===== src/rtl/bcd_pkg.sv =====
// Shared types and constants for the sequential binary-to-BCD converter.
// State encoding, blank-digit code and a digit-count helper.
package bcd_pkg;

    typedef enum logic [1:0] {
        IDLE  = 2'd0,
        SHIFT = 2'd1,
        DONE  = 2'd2
    } state_t;

    // Code driven on every digit of an overflowed result; blanks a segment display.
    localparam logic [3:0] BCD_BLANK = 4'hF;

    // Smallest digit count d with 10**d > 2**bin_w - 1 (valid for bin_w < 64).
    function automatic int min_digits(input int bin_w);
        longint unsigned lim;
        int              d;
        lim = 64'd10;
        d   = 1;
        for (int i = 0; i < 20; i++) begin
            if (lim < (64'd1 << bin_w)) begin
                lim = lim * 64'd10;
                d   = d + 1;
            end
        end
        return d;
    endfunction

endpackage


===== src/rtl/bcd_digit_adj.sv =====
// One BCD digit pre-shift correction: add 3 when the digit is 5 or more.
// Purely combinational; results stay within 0..12 for legal digit inputs.
module bcd_digit_adj
    import bcd_pkg::*;
(
    input  logic [3:0] din,
    output logic [3:0] dout
);

    assign dout = (din >= 4'd5) ? din + 4'd3 : din;

endmodule


===== src/rtl/bin2bcd_seq.sv =====
// Sequential double-dabble converter: one add-3/shift step per clock, result after BIN_W edges.
// Results that do not fit in DIGITS raise ovf and blank every output digit.
module bin2bcd_seq
    import bcd_pkg::*;
#(
    parameter int BIN_W  = 16,
    parameter int DIGITS = 5
) (
    input  logic                  clk,
    input  logic                  rst_n,
    input  logic                  in_valid,
    output logic                  in_ready,
    input  logic [BIN_W-1:0]      in_data,
    output logic                  out_valid,
    input  logic                  out_ready,
    output logic [4*DIGITS-1:0]   bcd,
    output logic                  ovf,
    output logic                  busy
);

    localparam int BCD_W = 4 * DIGITS;
    localparam int SR_W  = BCD_W + BIN_W;
    localparam int CNT_W = $clog2(BIN_W);

    state_t            state;
    state_t            next_state;
    logic [SR_W-1:0]   sr;
    logic [SR_W-1:0]   sr_adj;
    logic [SR_W-1:0]   sr_next;
    logic [CNT_W-1:0]  cnt;
    logic              ovf_acc;
    logic              ovf_next;
    logic              last_shift;
    logic              accept;

    // All digits are corrected in parallel before the shift; the binary part passes through.
    for (genvar g = 0; g < DIGITS; g++) begin : g_adj
        bcd_digit_adj u_adj (
            .din  (sr[BIN_W + 4*g +: 4]),
            .dout (sr_adj[BIN_W + 4*g +: 4])
        );
    end

    assign sr_adj[BIN_W-1:0] = sr[BIN_W-1:0];
    assign sr_next           = {sr_adj[SR_W-2:0], 1'b0};
    // A one leaving the top digit means the running value has reached 10**DIGITS.
    assign ovf_next          = ovf_acc | sr_adj[SR_W-1];
    assign last_shift        = (state == SHIFT) && (cnt == CNT_W'(BIN_W - 1));
    assign accept            = in_valid && in_ready;

    always_ff @(posedge clk or negedge rst_n) begin
        if (!rst_n) begin
            state <= IDLE;
        end else begin
            state <= next_state;
        end
    end

    always_comb begin
        next_state = state;
        in_ready   = 1'b0;
        out_valid  = 1'b0;
        busy       = 1'b0;
        case (state)
            IDLE: begin
                in_ready = 1'b1;
                if (in_valid) next_state = SHIFT;
            end
            SHIFT: begin
                busy = 1'b1;
                if (last_shift) next_state = DONE;
            end
            DONE: begin
                out_valid = 1'b1;
                if (out_ready) next_state = IDLE;
            end
            default: next_state = IDLE;
        endcase
    end

    always_ff @(posedge clk or negedge rst_n) begin
        if (!rst_n) begin
            sr      <= '0;
            cnt     <= '0;
            ovf_acc <= 1'b0;
            bcd     <= '0;
            ovf     <= 1'b0;
        end else if (accept) begin
            sr      <= {{BCD_W{1'b0}}, in_data};
            cnt     <= '0;
            ovf_acc <= 1'b0;
        end else if (state == SHIFT) begin
            sr      <= sr_next;
            ovf_acc <= ovf_next;
            if (last_shift) begin
                bcd <= ovf_next ? {DIGITS{BCD_BLANK}} : sr_next[SR_W-1 -: BCD_W];
                ovf <= ovf_next;
            end else begin
                cnt <= cnt + 1'b1;
            end
        end
    end

endmodule


===== config.mk =====
export PLATFORM = sky130hd
export DESIGN_NAME = bin2bcd_seq
export DESIGN_NICKNAME = d
export VERILOG_FILES = /design/src/rtl/bcd_pkg.sv /design/src/rtl/bcd_digit_adj.sv /design/src/rtl/bin2bcd_seq.sv
export SDC_FILE = /design/constraint.sdc
export NUM_CORES = 1
export LEC_CHECK = 0
export BUFFER_PORTS_ARGS = -buffer_cell sky130_fd_sc_hd__clkbuf_2
export CAP_MARGIN = 5
export CORE_MARGIN = 3
export CORE_UTILIZATION = 45
export CTS_BUF_LIST = sky130_fd_sc_hd__clkbuf_8
export DETAILED_ROUTE_END_ITERATION = 8
export PLACE_DENSITY = 0.68
export SLEW_MARGIN = 20
export SYNTH_ARGS = -nofsm -noshare
export SYNTH_HDL_FRONTEND = slang
export SYNTH_SLANG_ARGS = --single-unit

===== constraint.sdc =====
create_clock -name clk -period 1.45 [get_ports clk]
set_input_delay 0 -clock clk [delete_from_list [all_inputs] [get_ports clk]]
set_output_delay 0 -clock clk [all_outputs]
set_load 0.01 [all_outputs]

==> impl_metrics.py, run 1 <==
metrics = {
    "status": {
        "run_status": "finished, violations left",
        "violations": "setup timing",
    },
    "final_layout": {
        "layout_common_cells": "dfrtp_1 (63), clkbuf_2 (43), buf_4 (37)",
        "layout-drive-gt1-share_pct": 37.82,
        "regArea_um2": 1603,
        "multi_input_gate_area_in_the_final_layout_um2": 1710,
        "filler_cell_count": 480,
        "layout.nets": 457,
        "antenna_cells_inserted": 0,
        "finish.cell_count_without_fillers": 524,
        "finalInstanceArea_um2": 4499,
        "layout.cells.most_common": "dfrtp_1",
        "area.growth.synth_to_final_pct": 42.47,
    },
    "route": {
        "routed_via_count_divided_by_cell_count": 5.294,
        "drtIter0Drc": 176,
        "route.final.wire_length_um": 7959,
        "wl_per_instance_um": 15.19,
        "vias": 2774,
        "count_of_nets_left_with_antenna_violations_after_detail_routing": 0,
        "drt_drc_violations_left": 0,
        "drt_pass1_iterations": 4,
    },
    "placed_design": {
        "finalWeightedCongestion": 0.7933,
        "place.port_buffers": 43,
        "dp_hpwl_um": 4668,
        "dp_cells": 477,
        "detailed_place.area_um2": 3699,
    },
    "synth": {
        "avgSynthCellArea_um2": 9.628,
        "synthCells": 328,
        "synth.lib_cells_used.distinct": 30,
        "synth_nets": 359,
        "yosys.area.top_type_share_pct": 50.71,
        "yosys_register_bits": 64,
        "post-synth-top-area-cell": "dfrtp_1",
        "netlist_area_um2": 3158,
        "synth-seq-area-share_pct": 50.71,
        "yosysWarnings": 0,
        "yosys-top-cells-area": "dfrtp_1 (51%), o21ai_0 (5.9%), a21oi_1 (5.1%), ha_1 (4.4%), a31oi_1 (4.2%)",
    },
    "cts": {
        "cts_buffer_count": 9,
        "clk_lat_worst_skew_ns": 0.35,
        "tritoncts_clock_tree": "yes",
        "cts-root-buf": "clkbuf_8",
        "clock-sinks": 64,
        "cts_buffer_depth": 2,
        "worst_setup_hold_path_clk_slew_ns": 0.07,
        "cts-htree-levels": 3,
    },
    "min_path": {
        "hold_path_depth": 4,
        "min_from": "in_data[15]",
        "worstHoldEndpoint": "sr[15]",
        "worstHoldPathType": "input pin to register",
    },
    "worst_setup_path": {
        "crit_path_start_kind": "register",
        "setup.reg_to_reg.worst_slack_ns": -0.18,
        "worst_ep_required_time_ns": 1.68,
        "ff2ff_path_depth": 8,
        "r2r_end": "bcd[6]",
        "timing.rr.start": "sr[33]",
        "timing_worst_setup_path_type": "register to register",
        "endpoint_kind": "register",
        "cp_max_fo": 10,
        "worstPathArrival_ns": 1.86,
    },
    "floorplan": {
        "std_cell_rows": 29,
        "vertical_extent_of_the_die_um": 89.77,
        "die_width_um": 89.77,
        "fp.dieArea_um2": 8059,
        "start_util_pct": 48.09,
        "core_area_um2": 6568,
        "num_io_pins": 44,
    },
    "global_routing": {
        "grt_pass1_wl_um": 12700,
        "grt_pass1_vias": 2776,
        "grt-ovfl-total": 0,
        "grt_antenna_before_repair": 0,
        "global_route.usage.total_pct": 19.53,
        "grt_max_degree": 65,
    },
    "timing": {
        "slew_viol_final": 0,
        "count_of_endpoints_failing_setup_in_the_final_report": 24,
        "max_slew_margin_pct": 76.97,
        "timing.final.crit_period_ns": 1.633,
        "setup_ws_ns": -0.1830,
        "final.period_utilization_pct": 112.6,
        "worst_clock_skew_ns": 0.005948,
        "fmaxAchievable_mhz": 612.4,
        "grt_setup_unrepaired": "yes",
        "worstMarginPinSlew_ns": 0.3455,
        "timing.final.hold_violations": 0,
    },
    "power": {
        "powerDensity_nw_per_um2": 2306,
        "total_power_mw": 10.38,
        "power_leakage_nw": 1.966,
        "vdd.ir_drop.worst_mv": 0.8738,
    },
    "flow_run": {
        "max-cap-violations": 0,
    },
}
per-stage QoR:
step,util [%],hold WS (ns),TNS (ns),setup slack [ns]
detailed placement,56.32,0.04429,-9.026,-0.4487
CTS,65.33,0.1075,-1.761,-0.1433
global route,68.51,0.2015,-5.077,-0.2578
finish,68.51,0.1123,-3.237,-0.1830
global placement,56.22,0.04454,-14.39,-0.7142
floorplan,-,-0.2956,0,0.006975
worst max-delay path, stage by stage, from the launching register on:
cell and delay (ns):
dfrtp_1 0.39, inv_2 0.08, ha_4 0.15, nand2b_4 0.14
nor3b_4 0.16, buf_6 0.13, nor3_4 0.21, buf_12 0.16
a31oi_1 0.08
metal layers:
metal / track usage [%] / share of wire (%)
met3: 4.424 / 3.9
met1: 22.48 / 43
met2: 33.27 / 50
met5: 0 / 0
met4: 11.62 / 3.0
power by group:
group / internal [mW] / switching (mW)
clock network: 0.994 / 0.692
registers: 2.55 / 0.657
logic: 2.79 / 2.69
total: 6.33 / 4.04
synth_stat cells:
library cell	instances
o21ai_0	37
clkbuf_1	11
inv_4	1
o21bai_1	1
a21oi_1	32
and4_1	1
o21ai_1	1
mux2_2	6
o31a_1	1
a22oi_1	14
a31oi_1	21
inv_1	14
and2_1	1
nand2b_1	6
ha_1	11
xnor2_1	7
nor2b_1	18
nor2_1	27
buf_2	5
a21o_1	1
nor3b_1	10
nand2_1	24
mux2i_1	1
dfrtp_1	64
a2111oi_2	1
buf_6	4
buf_4	1
nor3_1	1
and3b_1	1
o22ai_1	5
timing repair:
item / 4_1_cts / 5_1_grt
buffers inserted: 8 / 7
endpoints found under the hold margin: 80 / 0
pin swaps: 20 / 14
endpoints found under the setup margin: 31 / 40
hold buffers: 17 / 0
cloned: 1 / 0
gates resized for setup: 32 / 47
worst max-delay path by stage:
stage	end	slack (ns)	cells after the start	from
finish	bcd[6]	-0.18	8	sr[33]
global route	bcd[13]	-0.26	8	sr[33]
CTS	bcd[16]	-0.14	7	sr[33]
detailed placement	bcd[16]	-0.45	6	sr[33]
global placement	bcd[5]	-0.71	5	sr[32]
floorplan	sr[30]	0.007	6	sr[28]
cell families (layout without fill, tap and decap cells):
logic type | after synthesis | after routing | synth area share, %
buffers and inverters | 36 | 138 | 5.626
flip-flops | 64 | 64 | 50.71
XOR/XNOR | 7 | 7 | 1.941
AND/OR/NAND/NOR | 89 | 90 | 14.11
AO/OA/AOI/OAI | 114 | 114 | 20.80
multiplexers | 7 | 7 | 2.456
adder cells (fa/ha/maj) | 11 | 11 | 4.358
cell type report:
class                      instances  area share, %
tap                               93          2.586
sequential                        64          35.62
clock inverter                     6          1.696
clock buffer                      10          3.059
multi-input combinational        229          38.01
inverter                          15          1.307
timing repair buffer             107          17.71
state kept, by name, summed over array words and instances, names as in the netlist:
| signal | flops |
|---|---|
| cnt | 4 |
| state | 2 |
| ovf_acc | 1 |
| sr | 36 |
| bcd | 20 |
| ovf | 1 |
Note: power is estimated with default switching activity, not from simulation.
==> run 2, diff against run 1 <==
Settings changed: PLACE_DENSITY 0.68 to 0.67, SETUP_SLACK_MARGIN from default to 0.1, SYNTH_HIERARCHICAL from default to 1.
==> run 2 against run 1 <==
  * The flow still finishes with violations (setup timing)
  * Critical path depth decreased by 4
  * Die area is 0.81% higher
  * Total power grew 4.9%
  * Sequential share of layout area down 1.6 points
  * Area after synthesis grew 0.87%
==> impl_metrics.py, run 2 <==
metrics = {
    "floorplan": {
        "std_cell_rows": 30,
        "die_width_um": 90.14,
        "vertical_extent_of_the_die_um": 90.14,
        "fp.dieArea_um2": 8124,
        "start_util_pct": 46.63,
        "num_io_pins": 44,
        "core_area_um2": 6832,
    },
    "route": {
        "drt_drc_violations_left": 0,
        "drt_pass1_iterations": 4,
        "routed_via_count_divided_by_cell_count": 5.169,
        "drtIter0Drc": 162,
        "count_of_nets_left_with_antenna_violations_after_detail_routing": 0,
        "vias": 2931,
        "route.final.wire_length_um": 8751,
        "wl_per_instance_um": 15.43,
    },
    "timing": {
        "timing.final.hold_violations": 0,
        "timing.final.crit_period_ns": 1.624,
        "worst_clock_skew_ns": 0.004608,
        "setup_ws_ns": -0.1737,
        "final.period_utilization_pct": 112.0,
        "fmaxAchievable_mhz": 615.9,
        "count_of_endpoints_failing_setup_in_the_final_report": 24,
        "worstMarginPinSlew_ns": 0.3734,
        "grt_setup_unrepaired": "yes",
        "max_slew_margin_pct": 75.10,
        "slew_viol_final": 0,
    },
    "worst_setup_path": {
        "endpoint_kind": "register",
        "timing_worst_setup_path_type": "register to register",
        "crit_path_max_incr_delay_ns": 0.45,
        "worst_ep_required_time_ns": 1.68,
        "cell_family_contributing_the_most_delay_on_the_critical_path": "compound AO/OA/AOI/OAI gates",
        "crit_cells": 4,
        "ff2ff_path_depth": 4,
        "cp_max_fo": 6,
        "crit_path_cell_trace": "o21ai_0, o21ai_2, or2_4, mux2_4",
        "cp_num_buf_inv": 0,
        "cp_slowest_cell": "dfrtp_2",
        "worstPathArrival_ns": 1.86,
        "crit_path_start_kind": "register",
    },
    "placed_design": {
        "place.port_buffers": 43,
        "dp_cells": 515,
        "dp_hpwl_um": 4467,
        "finalWeightedCongestion": 0.7622,
    },
    "final_layout": {
        "area.growth.synth_to_final_pct": 48.00,
        "finish.cell_count_without_fillers": 567,
        "layout.nets": 497,
        "filler_cell_count": 514,
        "antenna_cells_inserted": 0,
        "reg_top3": "sr (36), bcd (20), cnt (4)",
        "layout_common_cells": "nand2_1 (93), dfrtp_1 (61), clkbuf_2 (43)",
        "layout.cells.most_common": "nand2_1",
        "registers.top_by_ff_count": "sr",
        "max_reg_flops": 36,
        "layout-drive-gt1-share_pct": 39.70,
    },
    "global_routing": {
        "grt_pass1_wl_um": 13670,
        "grt_antenna_before_repair": 0,
        "grt-ovfl-total": 0,
        "grt_pass1_vias": 2869,
        "global_route.usage.total_pct": 20.92,
        "grt_max_degree": 65,
    },
    "synth": {
        "synthCells": 361,
        "yosys_register_bits": 64,
        "yosys.area.top_type_share_pct": 50.27,
        "synth-seq-area-share_pct": 50.27,
        "synth.cells.most_frequent": "nand2_1 (97), dfrtp_1 (64), o21ai_0 (27)",
        "netlist_area_um2": 3186,
        "yosysWarnings": 6,
        "post-synth-top-area-cell": "dfrtp_1",
        "yosys-top-cells-area": "dfrtp_1 (50%), nand2_1 (11%), ha_1 (4.3%), o21ai_0 (4.2%), o21ai_1 (3.8%)",
        "synth_edf_count": 0,
        "avgSynthCellArea_um2": 8.824,
        "synth.lib_cells_used.distinct": 33,
        "synth_most_common_cell": "nand2_1",
        "synth_nets": 392,
        "synth_top_flop_cell": "dfrtp_1",
        "synth-async-reset-ratio_pct": 100.0,
    },
    "cts": {
        "clock-sinks": 64,
        "tritoncts_clock_tree": "yes",
        "cts-root-buf": "clkbuf_8",
        "worst_setup_hold_path_clk_slew_ns": 0.07,
        "cts-htree-levels": 3,
        "clk_lat_worst_skew_ns": 0.34,
        "cts_buffer_depth": 2,
        "cts_buffer_count": 9,
    },
    "power": {
        "powerDensity_nw_per_um2": 2308,
        "vdd.ir_drop.worst_mv": 1.165,
        "total_power_mw": 10.88,
        "power_leakage_nw": 2.282,
    },
    "min_path": {
        "hold_path_depth": 5,
        "worstHoldPathType": "input pin to register",
    },
    "status": {
        "violations": "setup timing",
        "run_status": "finished, violations left",
    },
    "flow_run": {
        "max-cap-violations": 0,
    },
}
[run 2: cell count changes after synthesis, moves of 6 or more]
cell      delta
nor3b_1     -10
nor2b_1     -18
nand2_1     +73
a21oi_1     -31
nand3_1     +22
nand2b_1     +6
o21ai_1     +23
a31oi_1     -21
o21ai_0     -10
mux2_2       -6
[run 2: worst paths after layout]
check	to	slack (ns)	start
worst max-delay path	ovf	-0.17	sr[32]
worst min-delay path	sr[9]	0.14	in_valid
worst max register to register	ovf	-0.17	sr[32]
worst min register to register	sr[10]	0.48	sr[10]
max in group asynchronous	sr[32]	0.93	rst_n
min in group asynchronous	sr[20]	0.20	rst_n
[run 2: cells by family (layout without fill, tap and decap cells)]
logic type | Yosys count | in the layout | share of synthesized area (%)
buf+inv | 32 | 140 | 5.067
fa+ha+maj | 11 | 11 | 4.320
xor+xnor | 5 | 5 | 1.375
compound gates | 76 | 76 | 14.14
flops | 64 | 64 | 50.28
mux | 7 | 7 | 2.357
simple gates | 166 | 168 | 22.47
[run 2: area by class of cell]
| class | count | area, um2 | share of cell area [%] |
|---|---|---|---|
| timing repair buffer | 112 | 904.6 | 19.19 |
| tap | 96 | 120.1 | 2.548 |
| clock buffer | 11 | 151.4 | 3.211 |
| sequential | 64 | 1605 | 34.05 |
| inverter | 12 | 45.04 | 0.9554 |
| clock inverter | 5 | 47.55 | 1.008 |
| multi-input combinational | 267 | 1841 | 39.04 |
[run 2: metal layers]
layer / up-vias / share of wire (%) / track usage (%) / wire length (um)
met3: 15 / 4.5 / 6.360 / 394
li1: 1421 / - / - / -
met5: - / 0 / 0 / 0
met4: 0 / 1.6 / 6.888 / 144
met1: 1432 / 42 / 24.49 / 3643
met2: 63 / 52 / 36.53 / 4569
[run 2: repair_timing]
action | 4_1_cts | 5_1_grt
buffers inserted | 9 | 4
setup endpoints to repair | 30 | 62
hold endpoints to repair | 81 | 0
cloned | 4 | 1
pin swaps | 13 | 31
resized for setup | 44 | 51
hold buffers | 18 | 0
[run 2: worst min-delay path: cells and delay by family]
kind	cells	cell delay [ns]
buf+inv	2	0.27
simple gates	2	0.12
compound gates	1	0.06
[run 2: through the flow]
step           setup TNS [ns]  setup WS, ns  area, um2  hold WS, ns  util (%)
2_1_floorplan         -0.9727      -0.06501       3214      -0.2956         -
3_3_place_gp          -0.9047       -0.1372       3707      0.04353     54.27
3_5_place_dp           -1.707       -0.1752       3707      0.04629     54.27
4_1_cts                -1.061       -0.1396       4434       0.1064     64.91
5_1_grt                -3.586       -0.2174       4715       0.1447     69.01
6_report               -1.896       -0.1737       4715       0.1426     69.01
[run 2: report_power, final]
group | internal [mW] | leakage [nW] | switching (mW) | total, mW
clock | 0.869 | 0.112 | 0.672 | 1.54
combinational | 2.88 | 1.38 | 3.17 | 6.05
sequential | 2.61 | 0.794 | 0.676 | 3.29
==> run 3, diff against run 2 <==
Settings changed: PLACE_DENSITY 0.67 to 0.63.
==> run 3 against run 2 <==
  * Sequential share of layout area rose by 1.4 points
  * Clock power decreased by 15%
  * Clock skew increased by 0.0014 ns
  * Combinational power fell by 5.3%
  * Register-to-register slack improved by 0.03 ns
  * Cell count fell by 0.18%
  * Clock-buffer cell count unchanged
  * Utilization decreased by 2.8 points
  * The flow still finishes with violations (setup timing)
  * Total power decreased by 5.4%
  * Hold slack got worse by 0.021 ns
  * Fmax increased by 2.2%
  * Wire length fell by 12%
==> impl_metrics.py, run 3 (synthesized netlist as in run 2, its figures left out) <==
metrics = {
    "status": {
        "run_status": "finished, violations left",
        "violations": "setup timing",
    },
    "flow_run": {
        "max-cap-violations": 0,
    },
    "global_routing": {
        "global_route.usage.total_pct": 19.80,
        "grt-ovfl-total": 0,
        "grt_max_degree": 32,
        "grt_antenna_before_repair": 0,
        "grt_pass1_vias": 2848,
        "grt_pass1_wl_um": 13080,
    },
    "power": {
        "sequentialPowerShare_pct": 31.6,
        "switching_share_pct": 40.58,
        "internal-power_mw": 6.117,
        "power.share.clock_pct": 12.7,
        "vdd.ir_drop.worst_mv": 1.277,
        "total_power_mw": 10.30,
        "power_leakage_nw": 2.243,
        "power.net_switching_mw": 4.178,
        "power.combinational.fraction_pct": 55.7,
        "powerDensity_nw_per_um2": 2276,
    },
    "cts": {
        "cts_buffer_depth": 2,
        "tritoncts_clock_tree": "yes",
        "cts_buffer_count": 9,
        "cts-htree-levels": 3,
        "clk_lat_worst_skew_ns": 0.34,
        "cts-root-buf": "clkbuf_8",
        "clock-sinks": 64,
        "worst_setup_hold_path_clk_slew_ns": 0.06,
    },
    "floorplan": {
        "core_area_um2": 6832,
        "vertical_extent_of_the_die_um": 90.14,
        "std_cell_rows": 30,
        "start_util_pct": 46.63,
        "num_io_pins": 44,
        "fp.dieArea_um2": 8124,
        "die_width_um": 90.14,
    },
    "final_layout": {
        "layout-drive-gt1-share_pct": 35.53,
        "area.growth.synth_to_final_pct": 41.99,
        "layout.nets": 497,
        "finish.cell_count_without_fillers": 566,
        "layout_common_cells": "nand2_1 (97), dfrtp_1 (61), clkbuf_2 (43)",
        "layout.cells.most_common": "nand2_1",
        "registers.top_by_ff_count": "sr",
        "max_reg_flops": 36,
        "reg_top3": "sr (36), bcd (20), cnt (4)",
        "antenna_cells_inserted": 0,
    },
    "timing": {
        "timing.final.hold_violations": 0,
        "worst_clock_skew_ns": 0.005961,
        "fmaxAchievable_mhz": 629.4,
        "max_slew_margin_pct": 67.37,
        "slew_viol_final": 0,
        "setup_ws_ns": -0.1389,
        "count_of_endpoints_failing_setup_in_the_final_report": 21,
        "worstMarginPinSlew_ns": 0.4894,
        "grt_setup_unrepaired": "yes",
        "final.period_utilization_pct": 109.6,
        "timing.final.crit_period_ns": 1.589,
    },
    "placed_design": {
        "finalWeightedCongestion": 0.7691,
        "place.port_buffers": 43,
        "dp_hpwl_um": 4785,
        "dp_cells": 515,
    },
    "route": {
        "vias": 2836,
        "drt_drc_violations_left": 0,
        "wl_per_instance_um": 13.56,
        "drtIter0Drc": 130,
        "count_of_nets_left_with_antenna_violations_after_detail_routing": 0,
        "drt_pass1_iterations": 4,
        "routed_via_count_divided_by_cell_count": 5.011,
        "route.final.wire_length_um": 7675,
    },
    "worst_setup_path": {
        "endpoint_kind": "register",
        "cp_slowest_cell": "dfrtp_2",
        "crit_path_start_kind": "register",
        "worstPathArrival_ns": 1.81,
        "crit_path_max_incr_delay_ns": 0.45,
        "cp_num_buf_inv": 0,
        "cp_max_fo": 6,
        "worst_ep_required_time_ns": 1.67,
        "cell_family_contributing_the_most_delay_on_the_critical_path": "simple AND/OR/NAND/NOR gates",
        "crit_path_cell_trace": "ha_4, nand2b_4, nand2b_1, o21ai_2, or2_4, mux2_4",
        "timing_worst_setup_path_type": "register to register",
    },
    "min_path": {
        "worstHoldPathType": "input pin to register",
    },
}
run 3: area by class of cell:
type / count / area [um2]
clock buffers: 11 / 151.4
clock inverters: 4 / 15.01
fillers: 572 / 2308
inverters: 12 / 52.55
multi-input cells: 267 / 1733
flip-flops and latches: 64 / 1605
well taps: 96 / 120.1
repair buffers: 112 / 845.8
run 3: metal layers:
metal / part of all wire (%) / wire (um) / GRT usage [%] / up-vias
met5: 0 / 0 / 0 / -
met3: 3.5 / 272 / 3.682 / 14
met2: 50 / 3831 / 33.67 / 49
met1: 44 / 3397 / 24.23 / 1356
li1: - / - / - / 1417
met4: 2.3 / 174 / 9.439 / 0
run 3: worst paths after layout:
| check | start | slack [ns] | depth (start not counted) | end |
|---|---|---|---|---|
| worst min register to register | sr[9] | 0.48 | 2 | sr[9] |
| worst max-delay path | sr[32] | -0.14 | 6 | ovf |
| max in group asynchronous | rst_n | 0.75 | 3 | sr[32] |
| min in group asynchronous | rst_n | 0.15 | 2 | sr[22] |
| worst min-delay path | in_valid | 0.12 | 3 | cnt[3] |
| worst max register to register | sr[32] | -0.14 | 6 | ovf |
run 3: power by group through the flow:
stage / clock network (mW) / logic, mW / registers, mW
after floorplan: 0 / 2.74 / 3.25
after detailed placement: 0 / 4.32 / 3.18
after global placement: 0 / 4.20 / 3.15
after global routing: 1.44 / 6.34 / 3.38
final: 1.31 / 5.73 / 3.25
after CTS: 1.36 / 5.10 / 3.23
run 3: timing repair:
| action | in CTS | in global routing |
|---|---|---|
| endpoints found under the setup margin | 57 | 54 |
| endpoints found under the hold margin | 53 | 0 |
| hold buffers | 18 | 0 |
| cloned | 2 | 0 |
| resized for setup | 47 | 35 |
| pin swaps | 11 | 12 |
| setup buffers | 5 | 11 |
run 3: worst min-delay path, cell delays in order:
cell and delay (ns):
clkbuf_2 0.10, nor3b_4 0.23, nor3_1 0.08
run 3: through the flow:
step           utilization, %  setup TNS (ns)  setup WS, ns  area [um2]  hold slack (ns)
3_5_place_dp            54.27          -1.854       -0.1840        3707         -0.01505
4_1_cts                 63.04          -1.679       -0.1450        4307           0.1059
2_1_floorplan               -         -0.9727      -0.06501        3214          -0.2956
6_report                66.21          -1.035       -0.1389        4523           0.1218
3_3_place_gp            54.27         -0.8249       -0.1268        3707         -0.02194
5_1_grt                 66.21          -3.119       -0.1964        4523           0.1502
